<file path="config.mk">
export PLATFORM = sky130hd
export DESIGN_NAME = shift_reg_univ
export DESIGN_NICKNAME = d
export VERILOG_FILES = /design/src/rtl/shift_reg_univ.sv
export SDC_FILE = /design/constraint.sdc
export NUM_CORES = 1
export LEC_CHECK = 0
export BUFFER_PORTS_ARGS = -buffer_cell sky130_fd_sc_hd__buf_2
export CAP_MARGIN = 20
export CELL_PAD_IN_SITES_DETAIL_PLACEMENT = 1
export CELL_PAD_IN_SITES_GLOBAL_PLACEMENT = 2
export CORE_MARGIN = 2
export CORE_UTILIZATION = 25
export DETAILED_ROUTE_END_ITERATION = 10
export PLACE_DENSITY_LB_ADDON = 0.1
export SLEW_MARGIN = 20
export SYNTH_ARGS = -nofsm -noshare
export SYNTH_HDL_FRONTEND = slang
export SYNTH_SLANG_ARGS = --single-unit
export TNS_END_PERCENT = 10
</file>
<file path="constraint.sdc">
create_clock -name clk -period 1.43 [get_ports clk]
set_input_delay 0.143 -clock clk [delete_from_list [all_inputs] [get_ports clk]]
set_output_delay 0.143 -clock clk [all_outputs]
set_load 0.03 [all_outputs]
</file>
<file path="src/rtl/shift_reg_univ.sv">
// rtl/shift_reg_univ.sv - parametrised universal shift register with frame counter
module shift_reg_univ #(
    parameter int               WIDTH     = 5,
    parameter logic [WIDTH-1:0] RESET_VAL = '0,
    localparam int              CNT_W     = $clog2(WIDTH)
) (
    input  logic             clk,
    input  logic             rst,
    input  logic             en,
    input  logic [2:0]       mode,
    input  logic             sin_r,
    input  logic             sin_l,
    input  logic [WIDTH-1:0] pdata,
    output logic [WIDTH-1:0] out,
    output logic             sout_msb,
    output logic             sout_lsb,
    output logic [CNT_W-1:0] shift_cnt,
    output logic             frame_done
);

    localparam logic [2:0] MODE_SHL   = 3'b001;
    localparam logic [2:0] MODE_SHR   = 3'b010;
    localparam logic [2:0] MODE_ROL   = 3'b011;
    localparam logic [2:0] MODE_ROR   = 3'b100;
    localparam logic [2:0] MODE_LOAD  = 3'b101;
    localparam logic [2:0] MODE_CLEAR = 3'b110;

    localparam logic [CNT_W-1:0] CNT_LAST = CNT_W'(WIDTH - 1);

    logic [WIDTH-1:0] out_nxt;
    logic             count_op;
    logic             restart;
    logic             last_op;

    assign sout_msb = out[WIDTH-1];
    assign sout_lsb = out[0];
    assign last_op  = (shift_cnt == CNT_LAST);

    // Decode the operation; serial/parallel inputs only reach out_nxt in the modes that use them
    always_comb begin
        out_nxt  = out;
        count_op = 1'b0;
        restart  = 1'b0;
        if (en) begin
            case (mode)
                MODE_SHL: begin
                    out_nxt  = {out[WIDTH-2:0], sin_r};
                    count_op = 1'b1;
                end
                MODE_SHR: begin
                    out_nxt  = {sin_l, out[WIDTH-1:1]};
                    count_op = 1'b1;
                end
                MODE_ROL: begin
                    out_nxt  = {out[WIDTH-2:0], out[WIDTH-1]};
                    count_op = 1'b1;
                end
                MODE_ROR: begin
                    out_nxt  = {out[0], out[WIDTH-1:1]};
                    count_op = 1'b1;
                end
                MODE_LOAD: begin
                    out_nxt = pdata;
                    restart = 1'b1;
                end
                MODE_CLEAR: begin
                    out_nxt = '0;
                    restart = 1'b1;
                end
                default: begin
                end
            endcase
        end
    end

    // Register contents plus frame counter; frame_done pulses after the WIDTH-th counted op
    always_ff @(posedge clk) begin
        if (rst) begin
            out        <= RESET_VAL;
            shift_cnt  <= '0;
            frame_done <= 1'b0;
        end else begin
            out        <= out_nxt;
            frame_done <= count_op && last_op;
            if (restart) begin
                shift_cnt <= '0;
            end else if (count_op) begin
                shift_cnt <= last_op ? '0 : shift_cnt + CNT_W'(1);
            end
        end
    end

endmodule
</file>
Word level (Yosys, flattened, before mapping) --
Cells that the tools add are included.
Storage, ports and cells: bits in registers 9, latch bits 0, bits in writable memories 0, ROM bits 0, input port bits 13, output and inout port bits 11, word-level logic and storage cells 23, memories kept 0
Operators by class: $add $sub $neg 1, multiply operators 0, div/mod/pow operators 0, $lt $le $gt $ge 0, eq/ne operators 7, shift-type cells 0, muxes and demuxes 6, bitwise logic cells 0, reduce and logical (&&, ||, !) cells 6
Operators with widths (count):
- 5-bit one-hot mux with 6 select lines | 1
- 3-bit equality test, second input constant | 4
- 3-bit by 2-bit equality test with 1-bit output, second input constant | 2
- 6-bit nonzero test | 1
- 1-bit 2-to-1 mux | 4
- 2-bit OR reduction | 2
- 4-bit OR reduction | 1
- 3-bit by 1-bit adder with 3-bit output, second input constant | 1
- 3-bit by 1-bit equality test with 1-bit output, second input constant | 1
- 3-bit 2-to-1 mux | 1
- 2-bit AND reduction | 1
- 1-bit logical AND | 1

Logic depth before layout (Yosys ltp) --
Gate-level depths: netlist of the first run.
depth after elaboration 5, mapped depth 6, gate-level depth less buffers 5

Worst setup path before layout of the first run --
OpenSTA, ideal clock, no wires.
path kind in2reg, start point in mode[1], end point reg out[1], setup time 0.088 ns, arrival time 1.120 ns, slack 0.222 ns, stages 5, buffers on the path 2, cells stage by stage buf_6 -> or3_4 -> and3_4 -> buf_6 -> a311oi_2
Between the ends: longest elaborated chain between the ends 3, elaborated cells on any way between the ends 9, those cells by class eq/ne: 6; mux: 1; reduce/logical: 2
Ends and longest elaborated chain:
- start: declaration | line 10 | input logic [2:0] mode,
- 3-bit equality test, or another cell as far along | line 45 | case (mode)
- 6-bit nonzero test (no source line)
- 2-bit AND reduction (no source line)
- end signal: assignment | line 83 | out <= out_nxt;
- end: declaration | line 14 | output logic [WIDTH-1:0] out,
Several ways; a longest one is shown, not always the timed one. A chain may end at the register's enable or synchronous reset.

Worst setup path in the final report of the first run --
start point reg out[4], end point reg out[0]
Between the ends: longest elaborated chain between the ends 1
Ends and longest elaborated chain (line):
- 5-bit one-hot mux with 6 select lines | 45
Every way passes these cells.

==> run summary, run 1 <==
Core Region: 2210 µm²
Top cell by count, worst path: mux2i_1
drt drc: 0
Routed Antenna Nets: 0
R2R setup slack: 0.31 ns
main area contributors after synthesis: dfxtp_1 31%, a32oi_1 6.0%, buf_6 5.8%
status: finished clean
Fin. Hold Viols: 0
CTS tree: done
Area Overhead vs Synth: 20.5%
endpoints failing setup: 0
PwrDens: 950 nW/µm²
Combinational Power Share: 0.259
Max-Cap Viols: 0
GP Congestion: 0.766
Iter 0 DRT Violations: 3
main flop type after synthesis: dfxtp_1
final non-filler cell area: 706 µm²
DP HPWL: 1.28 mm
Root Buffer: clkbuf_4
Final period util: 0.784
Multi-input gate area: 342 µm²
met3 GRT Util: 0.0257
Hold Crit Start: rst
internal power: 437 µW
worst slew pin tran: 0.279 ns
critical path required time: 1.58 ns
router iterations before antenna repair: 4
CP max stage delay: 0.35 ns
mean post-synth cell area: 8.61 µm²
Synthesized Nets: 83
starting density of the core: 0.265
r2r worst-path depth: 4
Reg clk slew, reported paths: 0.07 ns
Setup TNS: 0 ns
synthesized area: 586 µm²
HP Class: input pin to register
switch share: 0.348
clk_lat worst skew: 0.27 ns
port bufs: 23
relative slew slack: 0.814
Worst Clk Skew: 0.00133 ns
CP startpoint kind: register
Sink Count: 9
placed cell areas: 679 µm²
met2 usage: 0.231
slowest cell on the critical path: dfxtp_1
CTS Hold Bufs: 0
commonest non-fill, non-tap cell in the layout: buf_2
CTS Buf Count: 3
crit path cell chain: mux2i_1, mux2i_1, a222oi_1, a211oi_1
Leak Pwr: 0.000303 µW
FFs w/ async S/R, synth: 0
Yosys reg bits: 9
Die Area: 2750 µm²
Gate Count Post-Synth: 68
DR vias/cell: 5.22
FF-to-FF End: out[0]$_SDFFE_PP0P_
yosys warns: 0
met1 Use GR: 0.162
Synth area leader: dfxtp_1
Post-synth EDFFs: 0
most frequent cells in the layout: 23 x buf_2, 9 x dfxtp_1, 8 x nor2_1, 8 x nand2_1
Post-Route WL: 1.70 mm
clock period minus final worst setup slack: 1.12 ns
global-route wire length before repair: 2.68 mm
Worst Path Class, Setup: register to register
Yosys cell types: 27
vias in the first global route: 580
gr busiest metal: met2
maximum vdd drop: 0.275 mV
Tot GR Track Use: 0.137
ANT cells: 0
Setup Buffers After CTS: 0
worst reg2reg startpoint: out[4]$_SDFFE_PP0P_
Reg area: 180 µm²
nets@finish: 105
I/O pins: 24
WL per Instance: 14.5 µm
Seq/Total Area, Yosys: 0.308
Slew Viols, Final: 0
initial antenna violation count: 0
Row Count: 17
largest net degree at the start of global routing: 13
clock power share: 0.319
H-tree depth: 1
# fillers: 291
Critical Path AT: 1.27 ns
RSZ-0062 raised after global routing: no
hold depth: 2
Die X-Extent: 52.4 µm
DIE HEIGHT: 52.4 µm
switching power: 233 µW
Yosys top cell area share: 0.308
Endpoint, Worst Hold: out[1]$_SDFFE_PP0P_
worst-path maximum fanout: 5
Setup crit end kind: register
Seq pwr share: 0.422
grt ovf: 0
proportion of layout cells with a drive suffix above 1: 0.360
clock buffer depth: 2
via count: 611
PostCTS Resize Cnt: 0
Max Clock Freq: 892 MHz
[Yosys cell counts (3+ instances only)]
cell type,n
dfxtp_1,9
nand2_1,8
nor2_1,8
a32oi_1,4
nand3_1,4
a21oi_1,3
a311oi_1,3
buf_4,3
buf_6,3
[kinds of logic after synthesis]
kind of cell,Yosys count,synth area share
buffers and inverters,8,0.109
adder cells (fa/ha/maj),2,0.0427
XOR/XNOR,2,0.0299
multiplexers,2,0.0342
AO/OA/AOI/OAI,18,0.246
flip-flops,9,0.308
AND/OR/NAND/NOR,27,0.231
[state kept, by name (all words and copies together), names as in the netlist]
signal	cells
out	5
shift_cnt	3
frame_done	1
[layout make-up]
type / count / area share
Multi-Input combinational cell: 51 / 0.484
Sequential cell: 9 / 0.255
Timing Repair Buffer: 23 / 0.163
Tap cell: 28 / 0.0496
Clock buffer: 4 / 0.0372
Inverter: 2 / 0.0106
[worst max-delay path: cells and delay by family, from the launching register on]
family | cells | cell delay (ns)
AO/OA/AOI/OAI | 2 | 0.40
multiplexers | 2 | 0.25
flip-flops | 1 | 0.35
[worst max-delay path by stage]
stage                        start                   endpoint  slack, ns  depth (start not counted)
6_report       out[4]$_SDFFE_PP0P_        out[0]$_SDFFE_PP0P_       0.31                          4
5_1_grt        out[4]$_SDFFE_PP0P_        out[0]$_SDFFE_PP0P_       0.19                          4
4_1_cts        out[4]$_SDFFE_PP0P_        out[0]$_SDFFE_PP0P_       0.30                          4
3_5_place_dp               mode[0]  shift_cnt[2]$_SDFFE_PP0P_       0.14                          5
3_3_place_gp               mode[0]        out[3]$_SDFFE_PP0P_       0.13                          4
2_1_floorplan              mode[1]        out[1]$_SDFFE_PP0P_       0.22                          5
[power groups by stage]
stage               combinational (µW)  clock [µW]  sequential (µW)
finish                             174         214              283
CTS                                176         223              284
global route                       192         228              286
detailed placement                 175           0              289
floorplan                          107           0              313
global placement                   175           0              288
[per-layer routing]
layer / vias to the layer above / part of all wire
li1: 294 / -
met5: - / 0
met4: 0 / 0.0082
met2: 19 / 0.52
met1: 296 / 0.41
met3: 2 / 0.053
[stage by stage]
stage	setup WS, ns	util	hold slack (ns)	cells	power (µW)
CTS	0.296	0.319	0.160	117	683
finish	0.309	0.319	0.157	117	670
global route	0.190	0.319	0.174	117	706
detailed placement	0.136	0.307	0.449	113	464
floorplan	0.222	-	0.211	68	419
global placement	0.132	0.307	0.449	113	464
No activity file was read; power rests on OpenSTA's default activity.
==> run 2: changes to the inputs <==
Settings changed: CORE_UTILIZATION 25 to 23.
Clock period 1.43 ns to 0.9 ns, I/O delays scaled along.
==> run summary, run 2 (synthesis gave the netlist of run 1 again) <==
Final period util: 1.16 (+0.378)
r2r worst-path depth: 4 (unchanged)
failing checks: negative setup slack
Layout Utilization: 0.391 (+0.0724)
Post-Route WL: 1.84 mm (+8.1%)
Sink Count: 9 (unchanged)
max reg flops: 5 (unchanged)
slowest cell on the critical path: dfxtp_2
starting density of the core: 0.239 (-0.0262)
Worst Path Class, Setup: register to register
Fin. Hold Viols: 0 (unchanged)
global-route wire length before repair: 2.96 mm (+10%)
Overall Power: 1190 µW (+77%)
hold slack: 0.0611 ns (-0.0959 ns)
GP Congestion: 0.724 (-5.4%)
fin cells: 136 (+16%)
CTS tree: done
RSZ-0062 raised after global routing: yes
worst-path maximum fanout: 2 (-3)
port bufs: 23 (unchanged)
CP startpoint: out[4]$_SDFFE_PP0P_
router iterations before antenna repair: 4 (unchanged)
Setup TNS: -0.620 ns (-0.620 ns)
commonest non-fill, non-tap cell in the layout: buf_4
Max-Cap Viols: 0 (unchanged)
Top cell by count, worst path: mux2i_1
DR vias/cell: 4.74 (-9.2%)
status: finished with violations
Reg clk slew, reported paths: 0.07 ns (about the same)
HP Class: input pin to register
PwrDens: 1240 nW/µm² (+30%)
Largest Register: out
worst slew pin tran: 0.262 ns (-0.0172 ns)
Routed Antenna Nets: 0 (unchanged)
Max Clock Freq: 957 MHz (+7.2%)
Largest regs: out: 5 flops, shift_cnt: 3 flops, frame_done: 1 flops
ANT cells: 0 (unchanged)
DP HPWL: 1.44 mm (+12%)
Row Count: 18 (+1)
CTS Hold Bufs: 0 (unchanged)
maximum vdd drop: 0.811 mV (+190%)
relative slew slack: 0.825 (+0.0114)
initial antenna violation count: 0 (unchanged)
worst reg2reg startpoint: out[4]$_SDFFE_PP0P_
Leak Pwr: 0.000409 µW (+35%)
Setup Buffers After CTS: 0 (unchanged)
Core Region: 2450 µm² (+11%)
Worst Clk Skew: 0.00783 ns (+0.00650 ns)
DIE HEIGHT: 54.5 µm (+3.9%)
nets@finish: 122 (+16%)
CP startpoint kind: register
CTS Buf Count: 3 (unchanged)
I/O pins: 24 (unchanged)
Root Buffer: clkbuf_4
H-tree depth: 1 (unchanged)
PnR worst setup slack: -0.145 ns (-0.455 ns)
Die Area: 2970 µm² (+8.0%)
Area Overhead vs Synth: 64.1%
Placed Cells incl. Taps: 132 (+17%)
Tot GR Track Use: 0.143 (+0.00536)
most frequent cells in the layout: 14 x buf_4, 13 x buf_2, 13 x buf_6
largest net degree at the start of global routing: 11 (-2)
hold depth: 2 (unchanged)
vias in the first global route: 641 (+11%)
Setup crit end kind: register
critical path required time: 1.04 ns (-0.54 ns)
proportion of layout cells with a drive suffix above 1: 0.613 (+0.254)
Critical Path AT: 1.19 ns (-0.08 ns)
CP max stage delay: 0.32 ns (-0.03 ns)
WL per Instance: 13.5 µm (-7.0%)
Die X-Extent: 54.5 µm (+3.9%)
clk_lat worst skew: 0.26 ns (about the same)
Hold Crit Start: rst
endpoints failing setup: 14 (+14)
Slew Viols, Final: 0 (unchanged)
clock buffer depth: 2 (unchanged)
crit path cell chain: mux2i_1, mux2i_1, a222oi_1, a211oi_1
via count: 645 (+5.6%)
clock period minus final worst setup slack: 1.05 ns (-0.0751 ns)
grt ovf: 0 (unchanged)
drt drc: 0 (unchanged)
Iter 0 DRT Violations: 11 (+8)
-- run 2: cell count changes in the layout (fill, tap and decap cells not counted), moves of 2 or more --
cell,delta
a311oi_1,-2
buf_6,+13
buf_4,+14
a311oi_2,+2
inv_1,-2
buf_2,-10
dfxtp_1,-7
inv_2,+2
dfxtp_2,+7
-- run 2: worst paths after layout --
check	slack, ns	end
max	-0.15	out[0]$_SDFFE_PP0P_
min	0.06	out[4]$_SDFFE_PP0P_
max reg2reg	-0.15	out[0]$_SDFFE_PP0P_
min reg2reg	0.49	shift_cnt[0]$_SDFFE_PP0P_
-- run 2: cell type report --
cell class	instances	area, µm²
clock buffers	4	26.3
fillers	306	1490
inverters	2	7.51
multi-input cells	51	384
flip-flops and latches	9	189
well taps	30	37.5
repair buffers	40	317
-- run 2: per-stage QoR --
stage,setup WS [ns],instance area (µm²)
6_report,-0.145,961
5_1_grt,-0.269,961
4_1_cts,-0.158,933
3_5_place_dp,-0.271,812
3_3_place_gp,-0.259,812
2_1_floorplan,-0.236,588
-- run 2: critical path, delay by kind of cell (launching register included) --
kind	cells	cell delay, ns
muxes	2	0.21
DFF	1	0.32
AOI/OAI and AO/OA	2	0.39
-- run 2: per-layer routing --
metal,GRT usage,vias to the layer above,part of all wire
met1,0.194,304,0.49
met3,0.0492,2,0.044
met5,0,-,0
met4,0.0375,0,0.010
li1,-,324,-
met2,0.213,15,0.45
-- run 2: timing repair --
item | in CTS | in global routing
pin swaps | 3 | 1
endpoints found under the setup margin | 17 | 19
gates resized for setup | 32 | 7
-- run 2: where the power goes --
group          switching [µW]  internal, µW
sequential               23.1           426
clock                     147           171
combinational             217           205
